--- src/rtl/ctx_switch_unit.sv ---
// ctx_switch_unit -- context save/restore sequencer in front of data memory.
//
// Purpose:
//   On a save request it writes the leaving process's PC and its registers
//   r1..NSAVE into that process's slot in data memory, one word per cycle.
//   On a restore request it reads the slot back, writes r1..NSAVE into the
//   register file, and hands the saved PC to fetch with a pc_load strobe.
//   Slot layout: base+0 = PC, base+k = rk (k=1..NSAVE),
//   [base+NSAVE+1 = XOR checksum when CTX_CHECKSUM_EN is defined].
//
// Optional feature macro: CTX_CHECKSUM_EN (adds checksum word and chk_err).
//
// Ports:
//   clk, reset            clock, synchronous active-high reset
//   start_save/_restore   one-cycle requests, proc_id sampled with them
//   pc_in                 saved PC from data memory (saidaPC)
//   reg_raddr/reg_rdata   register file read port (combinational read)
//   reg_we/waddr/wdata    register file write port
//   mem_addr/wdata/we/re  data memory port; mem_rdata is combinational
//   pc_out, pc_load       restored PC and its one-cycle valid strobe
//   busy, done, err       status: working, completion pulse, rejected request
//   chk_err               checksum mismatch (CTX_CHECKSUM_EN only)
//   dbg_state             current FSM state for observation
//
// Handshake: a start pulse is accepted only in IDLE; pulses seen in any other
// state are dropped silently. done pulses for exactly one cycle in FIN.
module ctx_switch_unit #(
  parameter int DATA_W   = 32,
  parameter int NSAVE    = 7,
  parameter int NUM_PROC = 4,
  parameter int CTX_BASE = 24
) (
  input  logic              clk,
  input  logic              reset,
  input  logic              start_save,
  input  logic              start_restore,
  input  logic [1:0]        proc_id,
  input  logic [DATA_W-1:0] pc_in,
  input  logic [DATA_W-1:0] reg_rdata,
  output logic [4:0]        reg_raddr,
  output logic              reg_we,
  output logic [4:0]        reg_waddr,
  output logic [DATA_W-1:0] reg_wdata,
  output logic [31:0]       mem_addr,
  output logic [DATA_W-1:0] mem_wdata,
  output logic              mem_we,
  output logic              mem_re,
  input  logic [DATA_W-1:0] mem_rdata,
  output logic [DATA_W-1:0] pc_out,
  output logic              pc_load,
  output logic              busy,
  output logic              done,
  output logic              err,
`ifdef CTX_CHECKSUM_EN
  output logic              chk_err,
`endif
  output logic [1:0]        dbg_state
);

`ifdef CTX_CHECKSUM_EN
  localparam int STRIDE = NSAVE + 2;
`else
  localparam int STRIDE = NSAVE + 1;
`endif
  localparam logic [5:0] K_LAST = 6'(STRIDE - 1);

  typedef enum logic [1:0] {
    S_IDLE    = 2'd0,
    S_SAVE    = 2'd1,
    S_RESTORE = 2'd2,
    S_FIN     = 2'd3
  } state_t;

  state_t            r_state;
  state_t            w_next;
  logic [5:0]        r_k;
  logic [31:0]       r_base;
  logic [DATA_W-1:0] r_pc;
  logic              r_err;
  logic              r_restore;
  logic              w_proc_ok;
  logic              w_any_start;
  logic              w_accept;
  logic              w_reject;
  logic [31:0]       w_base;
`ifdef CTX_CHECKSUM_EN
  logic [DATA_W-1:0] r_xor;
  logic              r_chk_bad;
`endif

  assign w_proc_ok   = 32'(proc_id) < 32'(NUM_PROC);
  assign w_any_start = start_save | start_restore;
  // Exactly one start with a valid slot is accepted; anything else that
  // shows up in IDLE is rejected with err.
  assign w_accept    = (r_state == S_IDLE) && (start_save ^ start_restore) && w_proc_ok;
  assign w_reject    = (r_state == S_IDLE) && w_any_start && !w_accept;
  assign w_base      = 32'(CTX_BASE) + 32'(proc_id) * 32'(STRIDE);

  always_ff @(posedge clk) begin
    if (reset) begin
      r_state   <= S_IDLE;
      r_k       <= '0;
      r_base    <= '0;
      r_pc      <= '0;
      r_err     <= 1'b0;
      r_restore <= 1'b0;
`ifdef CTX_CHECKSUM_EN
      r_xor     <= '0;
      r_chk_bad <= 1'b0;
`endif
    end else begin
      r_state <= w_next;
      r_err   <= w_reject;
      case (r_state)
        S_IDLE: begin
          if (w_accept) begin
            r_k       <= '0;
            r_base    <= w_base;
            r_restore <= start_restore;
`ifdef CTX_CHECKSUM_EN
            r_xor     <= '0;
            r_chk_bad <= 1'b0;
`endif
          end
        end
        S_SAVE: begin
          r_k <= r_k + 6'd1;
`ifdef CTX_CHECKSUM_EN
          r_xor <= r_xor ^ mem_wdata;
`endif
        end
        S_RESTORE: begin
          r_k <= r_k + 6'd1;
          if (r_k == 6'd0) r_pc <= mem_rdata;
`ifdef CTX_CHECKSUM_EN
          r_xor <= r_xor ^ mem_rdata;
          // Last word read is the stored checksum; compare against the XOR
          // of everything read before it.
          if ((r_k == K_LAST) && (mem_rdata != r_xor)) r_chk_bad <= 1'b1;
`endif
        end
        default: ;
      endcase
    end
  end

  always_comb begin
    w_next    = r_state;
    reg_raddr = '0;
    reg_we    = 1'b0;
    reg_waddr = '0;
    reg_wdata = '0;
    mem_addr  = '0;
    mem_wdata = '0;
    mem_we    = 1'b0;
    mem_re    = 1'b0;
    pc_load   = 1'b0;
    done      = 1'b0;
    case (r_state)
      S_IDLE: begin
        if (w_accept) w_next = start_save ? S_SAVE : S_RESTORE;
      end
      S_SAVE: begin
        mem_we   = 1'b1;
        mem_addr = r_base + 32'(r_k);
        if (r_k == 6'd0) begin
          mem_wdata = pc_in;
`ifdef CTX_CHECKSUM_EN
        end else if (r_k == K_LAST) begin
          mem_wdata = r_xor;
`endif
        end else begin
          reg_raddr = r_k[4:0];
          mem_wdata = reg_rdata;
        end
        if (r_k == K_LAST) w_next = S_FIN;
      end
      S_RESTORE: begin
        mem_re   = 1'b1;
        mem_addr = r_base + 32'(r_k);
        if ((r_k != 6'd0) && (r_k <= 6'(NSAVE))) begin
          reg_we    = 1'b1;
          reg_waddr = r_k[4:0];
          reg_wdata = mem_rdata;
        end
        if (r_k == K_LAST) w_next = S_FIN;
      end
      S_FIN: begin
        done = 1'b1;
`ifdef CTX_CHECKSUM_EN
        pc_load = r_restore && !r_chk_bad;
`else
        pc_load = r_restore;
`endif
        w_next = S_IDLE;
      end
      default: w_next = S_IDLE;
    endcase
  end

  assign busy      = (r_state == S_SAVE) || (r_state == S_RESTORE);
  assign err       = r_err;
  assign pc_out    = r_pc;
  assign dbg_state = r_state;
`ifdef CTX_CHECKSUM_EN
  assign chk_err   = (r_state == S_FIN) && r_chk_bad;
`endif

endmodule

--- config.mk ---
export PLATFORM = sky130hd
export DESIGN_NAME = ctx_switch_unit
export DESIGN_NICKNAME = d
export VERILOG_FILES = /design/src/rtl/ctx_switch_unit.sv
export SDC_FILE = /design/constraint.sdc
export NUM_CORES = 1
export LEC_CHECK = 0
export CELL_PAD_IN_SITES_DETAIL_PLACEMENT = 1
export CELL_PAD_IN_SITES_GLOBAL_PLACEMENT = 1
export CORE_MARGIN = 4
export CORE_UTILIZATION = 23
export CTS_CLUSTER_SIZE = 24
export DETAILED_ROUTE_END_ITERATION = 10
export PLACE_DENSITY_LB_ADDON = 0.12
export SYNTH_ARGS = -nofsm -noshare
export SYNTH_HDL_FRONTEND = slang
export SYNTH_SLANG_ARGS = --single-unit
--- constraint.sdc ---
create_clock -name clk -period 4.45 [get_ports clk]
set_input_delay 0.6675 -clock clk [delete_from_list [all_inputs] [get_ports clk]]
set_output_delay 0.6675 -clock clk [all_outputs]
set_load 0.02 [all_outputs]
==> qor.txt <==
Vias in the first global route -> 3,605
Worst setup SP type -> register
Number of DRC markers in iteration 0 -> 103
EDFF count, synth -> 0
Drt pass-1 iters -> 4
Area after DPL -> 5200 um2
Initial antenna violation count -> 0
Worst hold slack -> 0.453 ns
Power Density -> 451 nW/um2
Nets -> 736
Post-DRT Antenna Nets -> 0
Critical path data arrival time -> 2.80 ns
Placed insts -> 786
Yosys top cell area share -> 0.297
Cell with the most instances after synthesis -> nand2_1
Synth Cell Area -> 3030 um2
Worst EP required -> 3.78 ns
Max Fclk -> 288 MHz
Synth async-reset ratio -> 0
Period utilization -> 0.780
Antenna diodes -> 0
Synth Warn # -> 0
Worst Hold Class -> register to register
Reg clk slew, reported paths -> 0.07 ns
Syn Area/Cell -> 7.27 um2
Gates resized, CTS repair -> 0
R2R cell count -> 7
R2r endpoint -> pc_out[14]
Clock tree sinks -> 45
Initial Util -> 0.237
Status -> finished clean
Post-synth top cells -> 132 x nand2_1, 45 x dfxtp_1, 41 x and2_1
Drt total wl -> 12.4 mm
Number of distinct library cells after synthesis -> 37
Sequential power share -> 0.218
Setup violations, final -> 0
Period minus WS final -> 3.47 ns
I/O Buffers -> 221
P_sw -> 0.00105 W
Row cnt -> 41
Final non-filler cell total -> 794
IO Pins -> 249
Via count -> 3,420
Setup Fix Bufs, Post-CTS -> 0
Switching Fraction -> 0.434
Wire length per cell -> 15.7 um
Worst reg2reg path startpoint -> r_k[1]
Clock power share -> 0.174
H-tree depth -> 2
Hold_buf cts -> 0
Post-Route Skew -> 0.00824 ns
Combinational power share -> 0.608
CTS root buf -> clkbuf_16
Post-synth top flop -> dfxtp_1
Clock buffer depth -> 2
Final Hold Violating Endpoints -> 0
Overall die width -> 123 um
Layout cells sized above 1 -> 0.0418
Slew headroom -> 0.244
Seq/Total Area, Yosys -> 0.297
Max_cap viols -> 0
Setup slack, reg-to-reg -> 1.83 ns
Dpl ws -> 1.27 ns
Vias per inst -> 4.31
Core area -> 12,800 um2
Total CTS buffers -> 5
GRT overflow -> 0
Worst Slack Setup Final -> 0.980 ns
Final instance area -> 5370 um2
Total Neg Setup Slack -> 0 ns
Setup crit start -> r_k[1]
Crit path kind -> register to output pin
# fillers -> 1,539
Peak supply drop -> 233 uV
GPL Wtd Cong -> 0.752
Largest area contributor in the synthesized netlist -> dfxtp_1
Die Y-Extent -> 123 um
Pleak -> 2.07 nW
First-pass GRT wire length -> 19.1 mm
Residual DRC -> 0
Synth Register Bits -> 45
CP Capture Point -> mem_wdata[0]
CP Max Fanout -> 32
Area contributors post-synth -> dfxtp_1 30%, nand2_1 16%, and2_1 8.5%
Clk_lat worst skew -> 0.28 ns
CTS tree -> built
Die area -> 15,100 um2
Slew @ Worst Pin -> 1.13 ns
Post-Syn Instances -> 417
Int Pwr -> 0.00137 W
Global Route Usage Sum -> 0.160
Critical Path Sink Type -> output pin
Largest net degree at the start of global routing -> 43
Slew Viols, Final -> 0
Synthesis-to-layout area growth -> 77.1%
Unrepaired setup endpoints after global routing -> false
Placed wire-length estimate -> 9.79 mm
==> critical path, stage by stage (launching register included) <==
cell and delay, ns:
dfxtp_1 0.38, inv_1 0.12, ha_1 0.14, nor2b_1 0.42
and2_1 0.20, buf_4 0.32, nand2_1 0.09, a21boi_0 0.18
clkdlybuf4s50_1 0.65
==> power groups by stage <==
stage	Sequential, W	Clock (W)	Combinational [W]
4_1_cts	0.000531	0.000435	0.00151
2_1_floorplan	0.000601	0	0.000874
3_5_place_dp	0.000539	0	0.00150
5_1_grt	0.000542	0.000449	0.00162
3_3_place_gp	0.000533	0	0.00148
6_report	0.000529	0.000421	0.00147
==> worst min-delay path by stage <==
stage	start	to	slack, ns	cells past startpoint
3_3_place_gp	pc_out[27]	pc_out[27]	0.44	2
6_report	pc_out[29]	pc_out[29]	0.45	2
4_1_cts	pc_out[29]	pc_out[29]	0.46	2
2_1_floorplan	r_restore	r_restore	0.45	2
5_1_grt	pc_out[28]	pc_out[28]	0.47	2
3_5_place_dp	pc_out[29]	pc_out[29]	0.45	2
==> per-layer routing <==
| layer | track usage | wire length, um | up-vias |
|---|---|---|---|
| li1 | - | - | 1695 |
| met1 | 0.181 | 4910 | 1550 |
| met2 | 0.275 | 5730 | 165 |
| met3 | 0.0751 | 1660 | 10 |
| met4 | 0.0308 | 142 | 0 |
| met5 | 0 | 0 | - |
==> registers in the layout (all words and copies together), names as in the netlist <==
register   cells
r_restore      1
r_base         3
dbg_state      2
pc_out        32
err            1
r_k            6
==> layout make-up <==
cell class,instances,area [um2],share of cell area
Sequential cell,45,901,0.168
Timing Repair Buffer,226,2240,0.418
Clock inverter,2,38.8,0.00722
Inverter,10,37.5,0.00699
Tap cell,172,215,0.0401
Multi-Input combinational cell,333,1810,0.336
Clock buffer,6,129,0.0240
==> placed cells by master (no fill, tap or decap), types with 5 or more instances in the layout <==
cell type,n
buf_4,5
ha_1,12
nand2_1,132
inv_1,10
conb_1,27
a21oi_2,10
a21boi_1,30
and2_1,41
dfxtp_1,45
nor2_1,12
clkdlybuf4s50_1,220
clkbuf_16,5
a21oi_1,27
==> cell families (layout without fill, tap and decap cells) <==
family	count (synthesis)	in the layout	synth area share
compound gates	82	82	0.184
xor+xnor	3	3	0.00866
fa+ha+maj	13	13	0.0561
buf+inv	65	244	0.140
flops	45	45	0.297
mux	2	2	0.00660
other cells	1	27	0.00124
simple gates	206	206	0.306
==> through the flow <==
step / util / power [W]
global placement: 0.407 / 0.00201
detailed placement: 0.407 / 0.00204
CTS: 0.421 / 0.00247
floorplan: - / 0.00147
global route: 0.421 / 0.00261
finish: 0.421 / 0.00242
(Power assumes the default switching activity.)
